==> config.mk <==
export PLATFORM = sky130hd
export DESIGN_NAME = nvram_uploader_flat
export DESIGN_NICKNAME = d
export VERILOG_FILES = /design/src/rtl/nvram_uploader_if.sv /design/src/rtl/nvram_uploader.sv /design/src/flat_wrapper.sv
export SDC_FILE = /design/constraint.sdc
export NUM_CORES = 1
export LEC_CHECK = 0
export ABC_CLOCK_PERIOD_IN_PS = 1400
export BUFFER_PORTS_ARGS = -buffer_cell sky130_fd_sc_hd__buf_2
export CORE_MARGIN = 1.5
export CORE_UTILIZATION = 40
export DETAILED_ROUTE_END_ITERATION = 8
export PLACE_DENSITY = 0.68
export SLEW_MARGIN = 30
export SYNTH_ARGS = -nofsm -noshare
export SYNTH_HDL_FRONTEND = slang
export SYNTH_SLANG_ARGS = --single-unit
==> constraint.sdc <==
create_clock -name clk_sys -period 1.4 [get_ports clk_sys]
set_input_delay 0.28 -clock clk_sys [delete_from_list [all_inputs] [get_ports clk_sys]]
set_output_delay 0.28 -clock clk_sys [all_outputs]
set_load 0.03 [all_outputs]
==> src/rtl/nvram_uploader_if.sv <==
// HPS ioctl upload bus between the HPS bridge (master) and the NVRAM uploader (slave).
interface nvram_uploader_if;
  logic        ioctl_upload;
  logic        ioctl_rd;
  logic [7:0]  ioctl_index;
  logic [24:0] ioctl_addr;
  logic [7:0]  ioctl_din;
  logic        ioctl_wait;
  logic        ioctl_upload_req;

  modport master (
    output ioctl_upload, ioctl_rd, ioctl_index, ioctl_addr,
    input  ioctl_din, ioctl_wait, ioctl_upload_req
  );

  modport slave (
    input  ioctl_upload, ioctl_rd, ioctl_index, ioctl_addr,
    output ioctl_din, ioctl_wait, ioctl_upload_req
  );
endinterface

==> src/rtl/nvram_uploader.sv <==
// Streams the NVRAM shadow RAM to the HPS byte by byte and requests uploads on save.
// Define NVRAM_AUTOSAVE_EN to add the autosave timer that requests an upload after writes settle.
module nvram_uploader #(
  parameter int          AW      = 11,
  parameter logic [7:0]  INDEX   = 8'd4,
  parameter logic [23:0] TIMEOUT = 24'd14318180
) (
  input  logic              clk_sys,
  input  logic              reset,
  nvram_uploader_if.slave   ioctl,
  input  logic              save_req,
  input  logic              nv_we,
  output logic [AW-1:0]     mem_addr,
  input  logic [15:0]       mem_q,
  output logic              busy
);

  localparam logic [2:0] S_IDLE    = 3'd0;
  localparam logic [2:0] S_ARMED   = 3'd1;
  localparam logic [2:0] S_ADDR    = 3'd2;
  localparam logic [2:0] S_READ    = 3'd3;
  localparam logic [2:0] S_PRESENT = 3'd4;

  localparam logic [24:0] LAST_ADDR = 25'((1 << (AW + 1)) - 1);

  logic [2:0]    r_state;
  logic [24:0]   r_addr;
  logic [AW-1:0] r_mem_addr;
  logic [15:0]   r_q;
  logic [7:0]    r_din;
  logic          r_wait;
  logic          r_upload_req;
  logic          r_dirty;
  logic          r_pending;
  logic          r_save_d;

  logic w_go_idle;
  logic w_present;
  logic w_oob;
  logic w_last;
  logic w_save_rise;
  logic w_timer_req;
  logic w_req;
  logic w_fire;

  assign w_go_idle   = (r_state != S_IDLE) && !ioctl.ioctl_upload;
  assign w_present   = (r_state == S_PRESENT) && !w_go_idle;
  assign w_oob       = (r_addr >> (AW + 1)) != 25'd0;
  assign w_last      = (r_addr == LAST_ADDR);
  assign w_save_rise = save_req && !r_save_d;
  assign w_req       = w_save_rise || w_timer_req;
  // A pending request goes out on the edge that enters IDLE so the pulse lands in the first IDLE cycle.
  assign w_fire      = ((r_state == S_IDLE) || w_go_idle) && (w_req || r_pending);

`ifdef NVRAM_AUTOSAVE_EN
  logic [23:0] r_timer;

  // The request fires on the 1->0 step only, so the timer idling at 0 never re-triggers.
  assign w_timer_req = r_dirty && (r_state == S_IDLE) && !nv_we && (r_timer == 24'd1);

  always_ff @(posedge clk_sys) begin
    if (reset) begin
      r_timer <= 24'd0;
    end else if (nv_we) begin
      r_timer <= TIMEOUT;
    end else if (r_dirty && (r_state == S_IDLE) && (r_timer != 24'd0)) begin
      r_timer <= r_timer - 24'd1;
    end
  end
`else
  logic w_unused_timeout;

  assign w_timer_req      = 1'b0;
  assign w_unused_timeout = ^TIMEOUT;
`endif

  always_ff @(posedge clk_sys) begin
    if (reset) begin
      r_state      <= S_IDLE;
      r_addr       <= 25'd0;
      r_mem_addr   <= '0;
      r_q          <= 16'd0;
      r_din        <= 8'h00;
      r_wait       <= 1'b0;
      r_upload_req <= 1'b0;
      r_dirty      <= 1'b0;
      r_pending    <= 1'b0;
      r_save_d     <= 1'b0;
    end else begin
      r_save_d     <= save_req;
      r_upload_req <= w_fire;
      r_pending    <= !w_fire && (r_pending || w_req);

      if (nv_we) begin
        r_dirty <= 1'b1;
      end else if (w_present && w_last) begin
        r_dirty <= 1'b0;
      end

      if (w_go_idle) begin
        r_state <= S_IDLE;
        r_wait  <= 1'b0;
      end else begin
        case (r_state)
          S_IDLE: begin
            if (ioctl.ioctl_upload && (ioctl.ioctl_index == INDEX)) begin
              r_state <= S_ARMED;
            end
          end
          S_ARMED: begin
            if (ioctl.ioctl_rd) begin
              r_addr     <= ioctl.ioctl_addr;
              r_mem_addr <= ioctl.ioctl_addr[AW:1];
              r_wait     <= 1'b1;
              r_state    <= S_ADDR;
            end
          end
          S_ADDR: begin
            r_state <= S_READ;
          end
          S_READ: begin
            r_q     <= mem_q;
            r_state <= S_PRESENT;
          end
          S_PRESENT: begin
            // Big-endian words: even byte address is the high byte.
            r_din   <= w_oob ? 8'hFF : (r_addr[0] ? r_q[7:0] : r_q[15:8]);
            r_wait  <= 1'b0;
            r_state <= S_ARMED;
          end
          default: begin
            r_state <= S_IDLE;
          end
        endcase
      end
    end
  end

  assign ioctl.ioctl_din        = r_din;
  assign ioctl.ioctl_wait       = r_wait;
  assign ioctl.ioctl_upload_req = r_upload_req;
  assign mem_addr               = r_mem_addr;
  assign busy                   = (r_state != S_IDLE);

endmodule

==> src/flat_wrapper.sv <==
// flat-port wrapper written by rule: the top's interface ports become plain ports
module nvram_uploader_flat 
#(
  parameter int          AW      = 11,
  parameter logic [7:0]  INDEX   = 8'd4,
  parameter logic [23:0] TIMEOUT = 24'd14318180
)
  (clk_sys, reset, save_req, nv_we, mem_addr, mem_q, busy, ioctl_ioctl_upload, ioctl_ioctl_rd, ioctl_ioctl_index, ioctl_ioctl_addr, ioctl_ioctl_din, ioctl_ioctl_wait, ioctl_ioctl_upload_req);
  nvram_uploader_if ioctl_i ();
  input  logic clk_sys;
  input  logic reset;
  input  logic save_req;
  input  logic nv_we;
  output logic [AW-1:0] mem_addr;
  input  logic [15:0] mem_q;
  output logic busy;
  input wire logic [$bits(ioctl_i.ioctl_upload)-1:0] ioctl_ioctl_upload;
  input wire logic [$bits(ioctl_i.ioctl_rd)-1:0] ioctl_ioctl_rd;
  input wire logic [$bits(ioctl_i.ioctl_index)-1:0] ioctl_ioctl_index;
  input wire logic [$bits(ioctl_i.ioctl_addr)-1:0] ioctl_ioctl_addr;
  output wire logic [$bits(ioctl_i.ioctl_din)-1:0] ioctl_ioctl_din;
  output wire logic [$bits(ioctl_i.ioctl_wait)-1:0] ioctl_ioctl_wait;
  output wire logic [$bits(ioctl_i.ioctl_upload_req)-1:0] ioctl_ioctl_upload_req;
  assign ioctl_i.ioctl_upload = ioctl_ioctl_upload;
  assign ioctl_i.ioctl_rd = ioctl_ioctl_rd;
  assign ioctl_i.ioctl_index = ioctl_ioctl_index;
  assign ioctl_i.ioctl_addr = ioctl_ioctl_addr;
  assign ioctl_ioctl_din = ioctl_i.ioctl_din;
  assign ioctl_ioctl_wait = ioctl_i.ioctl_wait;
  assign ioctl_ioctl_upload_req = ioctl_i.ioctl_upload_req;
  nvram_uploader #(.AW(AW), .INDEX(INDEX), .TIMEOUT(TIMEOUT)) u_core (.clk_sys(clk_sys), .reset(reset), .ioctl(ioctl_i), .save_req(save_req), .nv_we(nv_we), .mem_addr(mem_addr), .mem_q(mem_q), .busy(busy));
endmodule
==> impl_metrics.toml, run 1 <==
[worst_setup_path]
worst-setup-path-type = "reg -> out"
cp-start-kind = "flop"
cp.required_ps = 1120
endpoint_kind = "output port"
arrival_ps = 1180
path_max_fanout = 2

[timing]
fin_crit_sh = 1.04
hold_viol = 0
fmaxAchievable_ghz = 0.684
fin_ws_ps = -61.4
holdWs_ps = 202
maxSlewViolCount = 0
clock_skew_ps = 8.44
finalSetupViolCount = 1
worst_pin_slew_ps = 329
grt_setup_unrepaired = "true"
slew_headroom = 0.779
period_minus_slack_ps = 1460

[global_routing]
grt_usage = 0.165
antenna_found_initial = 0
grt_use_met3 = 0.0402
grt_util_met1 = 0.214
grt_pass1_wl_microns = 8310
grt_max_degree = 28
grt_use_met2 = 0.276
grt_pass1_vias = 1890
grt.overflow.total = 0
grt.busiest_layer = "met2"

[place]
dp_cells = 400
hpwl_microns = 3590
io_buffers = 75
place_area_sq_um = 2700
gp_congestion = 0.777
post-place-ws_ps = -9.37

[clock_network]
clock-sinks = 56
clock_latency_ps = 300
clockBufferDepth = 2
cts_buffers = 5
cts_tree = "done"
cts-root-buf = "clkbuf_8"
clkTransAtPathRegs_ps = 100
htreeDepth = 2

[power_and_ir_drop]
leakage_nw = 1.15
ir_drop_v = 0.000644
power_density_nw_per_um2 = 967

[flow_run]
cap_viol_max_count = 0

[floorplanning]
core_area_sq_um = 5540
die_area_sq_um = 6220
die_y_microns = 78.9
fp.dieW_microns = 78.9
ios = 77
initial_core_util = 0.416
rows = 27

[route]
ant_nets = 0
wire_per_inst_microns = 12.4
drc_errors = 0
vias = 2069
viasPerCell = 5.03
drt_iter0_drc = 57
totalWireLength_microns = 5080
drt_pass1_iterations = 4

[synthesis]
syn_avg_cell_area_sq_um = 8.41
ys_warn_count = 0
synth-seq-area-share = 0.487
synth_nets = 329
ys_ff_latch = 56
synthCells = 274
synth_area_sq_um = 2300
synth_cell_types = 33

[outcome]
failed_checks = "setup timing"
status = "finished, violations left"

[cells_and_area]
multiInputGateArea_sq_um = 993
num-fill-cells = 573
layout_common_cells = "74 x buf_2, 52 x dfxtp_1, 42 x a21oi_1, 35 x o21ai_0, 33 x nand2_1"
seqCellArea_sq_um = 1130
mostFrequentLayoutCell = "buf_2"
diodes = 0
instances_no_fill = 411
nets = 393
utilization = 0.516
syn2layout_area_growth_pct = 24.1
fin_area_sq_um = 2860
drive_gt1_frac = 0.316

[min_path]
min_path_type = "in -> reg"
metal layers:
| layer | vias to the layer above | part of all wire |
|---|---|---|
| li1 | 1076 | - |
| met1 | 929 | 0.45 |
| met2 | 58 | 0.47 |
| met3 | 6 | 0.066 |
| met4 | 0 | 0.0089 |
| met5 | - | 0 |
cell families (layout without fill, tap and decap cells):
logic type	after synthesis	after routing	share of synthesized area
buffers and inverters	38	103	0.0853
multiplexers	8	8	0.0348
AND/OR/NAND/NOR	81	81	0.183
flip-flops	56	56	0.487
AO/OA/AOI/OAI	91	91	0.211
worst max-delay path, stage by stage (launching register included):
cell and delay (ps):
dfxtp_4 350, or3_4 390, buf_6 150
sequential cells by signal, indices dropped and copies added, names as in the netlist:
register,cells
u_core.r_state,3
u_core.ioctl.ioctl_wait,1
u_core.ioctl.ioctl_upload_req,1
u_core.r_save_d,1
u_core.r_addr,15
u_core.mem_addr,10
u_core.r_pending,1
u_core.r_q,16
u_core.ioctl.ioctl_din,8
report_power, final:
group          internal (W)  total [W]  switching, W  leakage [nW]
clock network      0.000532    0.00103      0.000496        0.0552
registers           0.00159    0.00159   0.000000871         0.454
logic             0.0000706   0.000146     0.0000751         0.638
total               0.00219    0.00277      0.000572          1.15
final timing paths:
kind,startpoint,to,slack (ps),cells past startpoint
setup / recovery,u_core.r_state[0],busy,-60,2
hold / removal,mem_q[11],u_core.r_q[11],200,3
hold reg to reg,u_core.r_q[12],u_core.r_q[12],460,2
setup reg to reg,u_core.r_addr[19],u_core.ioctl.ioctl_din[2],0,4
cell usage after synthesis:
master / n / area, sq um
o21ai_0: 35 / 175
nand2b_1: 1 / 6.26
nor2_1: 5 / 18.8
and4b_1: 1 / 10.0
buf_4: 11 / 82.6
and3b_1: 1 / 8.76
mux2i_1: 8 / 80.1
a221oi_1: 1 / 8.76
nand3b_1: 1 / 7.51
nor2b_1: 3 / 18.8
nor4_1: 1 / 6.26
and2_1: 1 / 6.26
a21oi_1: 42 / 210
nand3_1: 25 / 125
inv_1: 3 / 11.3
o21a_1: 1 / 7.51
buf_2: 10 / 50.1
a32oi_1: 1 / 8.76
dfxtp_1: 56 / 1120
o31a_1: 1 / 8.76
or4_4: 1 / 11.3
or3_1: 2 / 12.5
nor4_4: 1 / 21.3
a31oi_1: 8 / 50.1
nor3_1: 1 / 5.00
nor4b_1: 2 / 17.5
o22a_1: 1 / 8.76
nand2_1: 33 / 124
nand4b_1: 1 / 8.76
o21bai_1: 1 / 7.51
and4bb_1: 1 / 12.5
buf_1: 1 / 3.75
clkbuf_1: 13 / 48.8
cell type report:
| cell class | count | share of cell area |
|---|---|---|
| Timing Repair Buffer | 92 | 0.184 |
| Multi-Input combinational cell | 180 | 0.347 |
| Inverter | 3 | 0.00394 |
| Sequential cell | 56 | 0.396 |
| Tap cell | 72 | 0.0315 |
| Clock inverter | 2 | 0.0123 |
| Clock buffer | 6 | 0.0254 |
through the flow:
step           setup TNS [ps]  power, W
2_1_floorplan               0   0.00169
3_3_place_gp                0   0.00178
3_5_place_dp            -54.0   0.00178
4_1_cts                  -319   0.00281
5_1_grt                  -651   0.00288
6_report                -61.4   0.00277
timing repair:
action	CTS	global route
gates resized for setup	8	2
setup buffers	3	0
pin swaps	1	0
setup endpoints to repair	9	9
hold buffers	0	0
(Power assumes the default switching activity.)
==> inputs of run 2 (changes only) <==
--- a/config.mk
+++ b/config.mk
@@ -7,10 +7,12 @@
 export LEC_CHECK = 0
 export ABC_CLOCK_PERIOD_IN_PS = 1400
 export BUFFER_PORTS_ARGS = -buffer_cell sky130_fd_sc_hd__buf_2
+export CELL_PAD_IN_SITES_DETAIL_PLACEMENT = 1
+export CELL_PAD_IN_SITES_GLOBAL_PLACEMENT = 2
 export CORE_MARGIN = 1.5
-export CORE_UTILIZATION = 40
+export CORE_UTILIZATION = 25
 export DETAILED_ROUTE_END_ITERATION = 8
-export PLACE_DENSITY = 0.68
+export PLACE_DENSITY_LB_ADDON = 0.1
 export SLEW_MARGIN = 30
 export SYNTH_ARGS = -nofsm -noshare
 export SYNTH_HDL_FRONTEND = slang
==> run 2 against run 1 <==
Compared with the run above:
- the run ends with DRC, setup timing left
- critical endpoint unchanged
- combinational power rose by 16%
- first-iteration DRC count up 25%
- fmax down 1.2%
==> impl_metrics.toml, run 2 (synthesis gave the netlist of run 1 again) <==
[worst_setup_path]
path_max_fanout = 2
rr_endpoint = "u_core.ioctl.ioctl_din[7]"
cp.required_ps = 1120
rrSetupSlack_ps = -10
reg2reg_from = "u_core.r_addr[19]"
slowest_delay_ps = 390
cp-start-kind = "flop"
cp-startpoint = "u_core.r_state[0]"
worst-setup-path-type = "reg -> out"
crit_end = "busy"
endpoint_kind = "output port"
reg2reg_depth = 4
arrival_ps = 1200
cp_slowest_cell = "or3_4"
crit_chain = "or3_4 > buf_6"

[clock_network]
htreeDepth = 2
clockBufferDepth = 2
clock_latency_ps = 310
cts-root-buf = "clkbuf_8"
clkTransAtPathRegs_ps = 100
clock-sinks = 56
cts_tree = "done"
cts_buffers = 5

[place]
place_area_sq_um = 2790
dp_cells = 437
gp_congestion = 0.672
hpwl_microns = 4640
io_buffers = 75

[outcome]
failed_checks = "DRC, setup timing"
status = "finished, violations left"

[flow_run]
cap_viol_max_count = 0

[global_routing]
grt_pass1_vias = 2138
grt.overflow.total = 0
grt_max_degree = 26
grt_usage = 0.141
antenna_found_initial = 0
grt_pass1_wl_microns = 11000

[route]
totalWireLength_microns = 6930
drt_pass1_iterations = 6
viasPerCell = 4.78
ant_nets = 0
drc_errors = 8
vias = 2150
drt_iter0_drc = 71
wire_per_inst_microns = 15.4

[cells_and_area]
nets = 396
top_register = "u_core.r_q"
fin_area_sq_um = 3070
largest_register_ffs = 16
mostFrequentLayoutCell = "buf_2"
instances_no_fill = 450
syn2layout_area_growth_pct = 33.4
layout_common_cells = "74 x buf_2, 53 x dfxtp_1, 35 x o21ai_0, 35 x a21oi_1, 26 x nand2_1"
drive_gt1_frac = 0.368
diodes = 0

[timing]
fmaxAchievable_ghz = 0.676
hold_viol = 0
period_minus_slack_ps = 1480
finalSetupViolCount = 3
maxSlewViolCount = 0
fin_ws_ps = -78.7
clock_skew_ps = 7.62
slew_headroom = 0.758
worst_pin_slew_ps = 363
fin_crit_sh = 1.06
grt_setup_unrepaired = "true"

[min_path]
min_path_type = "in -> reg"

[floorplanning]
initial_core_util = 0.262
die_y_microns = 99.0
ios = 77
rows = 34
fp.dieW_microns = 99.0
die_area_sq_um = 9800
core_area_sq_um = 8810

[power_and_ir_drop]
ir_drop_v = 0.000459
leakage_nw = 1.23
power_density_nw_per_um2 = 951
## run 2: cell count changes in the layout (fill, tap and decap cells not counted), sizes merged
cell | before | now
buf | 92 | 94
clkbuf | 6 | 8
clkinv | 1 | 0
## run 2: stage by stage
step | setup WS (ps) | util | hold WS [ps] | setup TNS [ps] | total power, W
finish | -78.7 | 0.349 | 194 | -92.0 | 0.00292
global route | -125 | 0.349 | 188 | -596 | 0.00305
CTS | -97.5 | 0.337 | 186 | -127 | 0.00297
detailed placement | -15.9 | 0.317 | 448 | -84.0 | 0.00180
global placement | -2.02 | 0.317 | 443 | -2.59 | 0.00180
floorplan | 10.1 | - | 408 | 0 | 0.00169
## run 2: worst min path at each step
| stage | slack [ps] | from | endpoint | depth (start not counted) |
|---|---|---|---|---|
| 2_1_floorplan | 410 | save_req | u_core.r_save_d | 1 |
| 3_3_place_gp | 440 | u_core.r_q[11] | u_core.r_q[11] | 2 |
| 3_5_place_dp | 450 | u_core.r_q[11] | u_core.r_q[11] | 2 |
| 4_1_cts | 190 | mem_q[15] | u_core.r_q[15] | 3 |
| 5_1_grt | 190 | mem_q[12] | u_core.r_q[12] | 3 |
| 6_report | 190 | mem_q[9] | u_core.r_q[9] | 3 |
## run 2: layer usage
| metal | wire length [microns] | part of all wire | track usage | vias up |
|---|---|---|---|---|
| li1 | - | - | - | 1086 |
| met1 | 3490 | 0.50 | 0.199 | 1010 |
| met2 | 3070 | 0.44 | 0.216 | 47 |
| met3 | 293 | 0.042 | 0.0305 | 7 |
| met4 | 83 | 0.012 | 0.0396 | 0 |
| met5 | 0 | 0 | 0 | - |
## run 2: report_power, final
group          switching (W)  internal, W  total (W)
clock network       0.000529     0.000632    0.00116
logic              0.0000924    0.0000772   0.000170
registers        0.000000705      0.00159    0.00159
## run 2: worst max-delay path: cells and delay by family, from the launching register on
| family | cells | cell delay, ps |
|---|---|---|
| buf+inv | 1 | 150 |
| flops | 1 | 350 |
| simple gates | 1 | 390 |
## run 2: repair_timing
| item | 4_1_cts | 5_1_grt |
|---|---|---|
| resized for setup | 9 | 22 |
| cloned | 0 | 1 |
| hold buffers | 0 | 0 |
| setup buffers | 3 | 1 |
| pin swaps | 1 | 5 |
| setup endpoints to repair | 9 | 16 |
## run 2: final cells by class
cell class | count | area [sq um]
Fill cell | 1047 | 5730
Sequential cell | 56 | 1130
Multi-Input combinational cell | 180 | 1060
Timing Repair Buffer | 95 | 611
Tap cell | 108 | 135
Clock buffer | 7 | 96.3
Clock inverter | 1 | 30.0
Inverter | 3 | 11.3
==> inputs of run 3 (changes only) <==
--- a/config.mk
+++ b/config.mk
@@ -7,10 +7,10 @@
 export LEC_CHECK = 0
 export ABC_CLOCK_PERIOD_IN_PS = 1400
 export BUFFER_PORTS_ARGS = -buffer_cell sky130_fd_sc_hd__buf_2
-export CELL_PAD_IN_SITES_DETAIL_PLACEMENT = 1
-export CELL_PAD_IN_SITES_GLOBAL_PLACEMENT = 2
+export CELL_PAD_IN_SITES_DETAIL_PLACEMENT = 0
+export CELL_PAD_IN_SITES_GLOBAL_PLACEMENT = 1
 export CORE_MARGIN = 1.5
-export CORE_UTILIZATION = 25
+export CORE_UTILIZATION = 32
 export DETAILED_ROUTE_END_ITERATION = 8
 export PLACE_DENSITY_LB_ADDON = 0.1
 export SLEW_MARGIN = 30
==> run 3 against run 2 <==
Compared with the run above:
- the flow finishes with violations (setup timing)
- highest routed layer unchanged
- final cell count is 3.1% lower
- worst setup slack better by 0.85 ps
- critical endpoint unchanged
- register-to-register slack worse by 20 ps
- largest power group unchanged
==> impl_metrics.toml, run 3 (synthesis gave the netlist of run 1 again) <==
[route]
vias = 2092
totalWireLength_microns = 5970
ant_nets = 0
drt_iter0_drc = 139
drt_pass1_iterations = 4
wire_per_inst_microns = 13.7
viasPerCell = 4.80
drc_errors = 0

[clock_network]
cts-root-buf = "clkbuf_8"
cts_tree = "done"
clock_latency_ps = 310
clkTransAtPathRegs_ps = 100
cts_hold_buffers = 0
htreeDepth = 2
clockBufferDepth = 2
cts_buffers = 5
clock-sinks = 56

[worst_setup_path]
rr_endpoint = "u_core.ioctl.ioctl_din[5]"
reg2reg_from = "u_core.r_addr[19]"
cp-start-kind = "flop"
arrival_ps = 1200
rrSetupSlack_ps = -30
slowest_delay_ps = 390
path_max_fanout = 2
path_buf_inv = 1
path_delay_family = "simple AND/OR/NAND/NOR gates"
endpoint_kind = "output port"
cp-startpoint = "u_core.r_state[0]"
cp.required_ps = 1120
cp_slowest_cell = "or3_4"
reg2reg_depth = 4
worst-setup-path-type = "reg -> out"
crit_chain = "or3_4 > buf_6"

[outcome]
failed_checks = "setup timing"
status = "finished, violations left"

[floorplanning]
core_area_sq_um = 6870
initial_core_util = 0.335
fp.dieW_microns = 87.8
die_y_microns = 87.8
ios = 77
die_area_sq_um = 7720
rows = 30

[timing]
maxSlewViolCount = 0
slew_headroom = 0.734
fin_crit_sh = 1.06
period_minus_slack_ps = 1480
worst_pin_slew_ps = 398
fin_ws_ps = -77.9
grt_setup_unrepaired = "true"
hold_viol = 0
fmaxAchievable_ghz = 0.677
finalSetupViolCount = 9
fin_setup_tns_ps = -223
clock_skew_ps = 4.54

[min_path]
whs_path_depth = 2
min-delay-start = "save_req"
min_path_type = "in -> reg"
min_to = "u_core.r_save_d"

[global_routing]
grt_pass1_vias = 1979
grt_max_degree = 35
antenna_found_initial = 0
grt_usage = 0.159
grt_pass1_wl_microns = 9420
grt.overflow.total = 0

[place]
gp_congestion = 0.748
hpwl_microns = 3870
io_buffers = 75

[power_and_ir_drop]
leakage_nw = 1.21
p_total_w = 0.00269
power_density_nw_per_um2 = 885
ir_drop_v = 0.000396

[flow_run]
cap_viol_max_count = 0

[cells_and_area]
mostFrequentLayoutCell = "buf_2"
layout_common_cells = "74 x buf_2, 52 x dfxtp_1, 35 x o21ai_0, 33 x a21oi_1"
utilization = 0.442
largest_register_ffs = 16
drive_gt1_frac = 0.376
diodes = 0
nets = 394
syn2layout_area_growth_pct = 31.7
top_register = "u_core.r_q"
==> run 3: worst max-delay path by stage <==
stage / endpoint / slack, ps / cells past startpoint
floorplan: u_core.ioctl.ioctl_din[0] / 10 / 5
global placement: u_core.ioctl.ioctl_din[7] / 1 / 4
detailed placement: u_core.ioctl.ioctl_din[1] / -30 / 4
CTS: busy / -90 / 2
global route: busy / -110 / 2
finish: busy / -80 / 2
==> run 3: power breakdown <==
part | switching [W] | total (W) | leakage, nW | internal [W]
Clock | 0.000528 | 0.000932 | 0.0445 | 0.000404
Combinational | 0.0000894 | 0.000162 | 0.715 | 0.0000729
Sequential | 0.000000731 | 0.00159 | 0.454 | 0.00159
==> run 3: area by class of cell <==
| cell class | count | area (sq um) |
|---|---|---|
| multi-input combinational | 180 | 1090 |
| clock inverter | 1 | 7.51 |
| inverter | 3 | 11.3 |
| timing repair buffer | 93 | 583 |
| fill | 731 | 3830 |
| tap | 96 | 120 |
| sequential | 56 | 1130 |
| clock buffer | 7 | 86.3 |
==> run 3: layer usage <==
metal	share of wire	vias up	track usage
met4	0.013	0	0.0563
met2	0.45	50	0.249
li1	-	1083	-
met3	0.041	7	0.0292
met5	0	-	0
met1	0.50	952	0.218
==> run 3: worst register-to-register path: stages (launching register included) <==
cell     delay (ps)
dfxtp_2         330
or4_4           540
nor4_4          180
buf_6           180
a31oi_1          80
==> run 3: timing repair <==
action,CTS,global route
pin swaps,2,14
gates cloned,0,1
resized for setup,10,29
setup buffers,3,1
endpoints found under the setup margin,9,23
hold endpoints to repair,0,0
==> run 3: stage by stage <==
stage	hold slack, ps	cell area [sq um]	setup WS (ps)	instances
2_1_floorplan	408	2300	10.1	274
3_3_place_gp	443	2750	1.43	423
3_5_place_dp	448	2750	-33.0	423
4_1_cts	187	2890	-88.3	434
5_1_grt	197	3030	-112	436
6_report	189	3030	-77.9	436
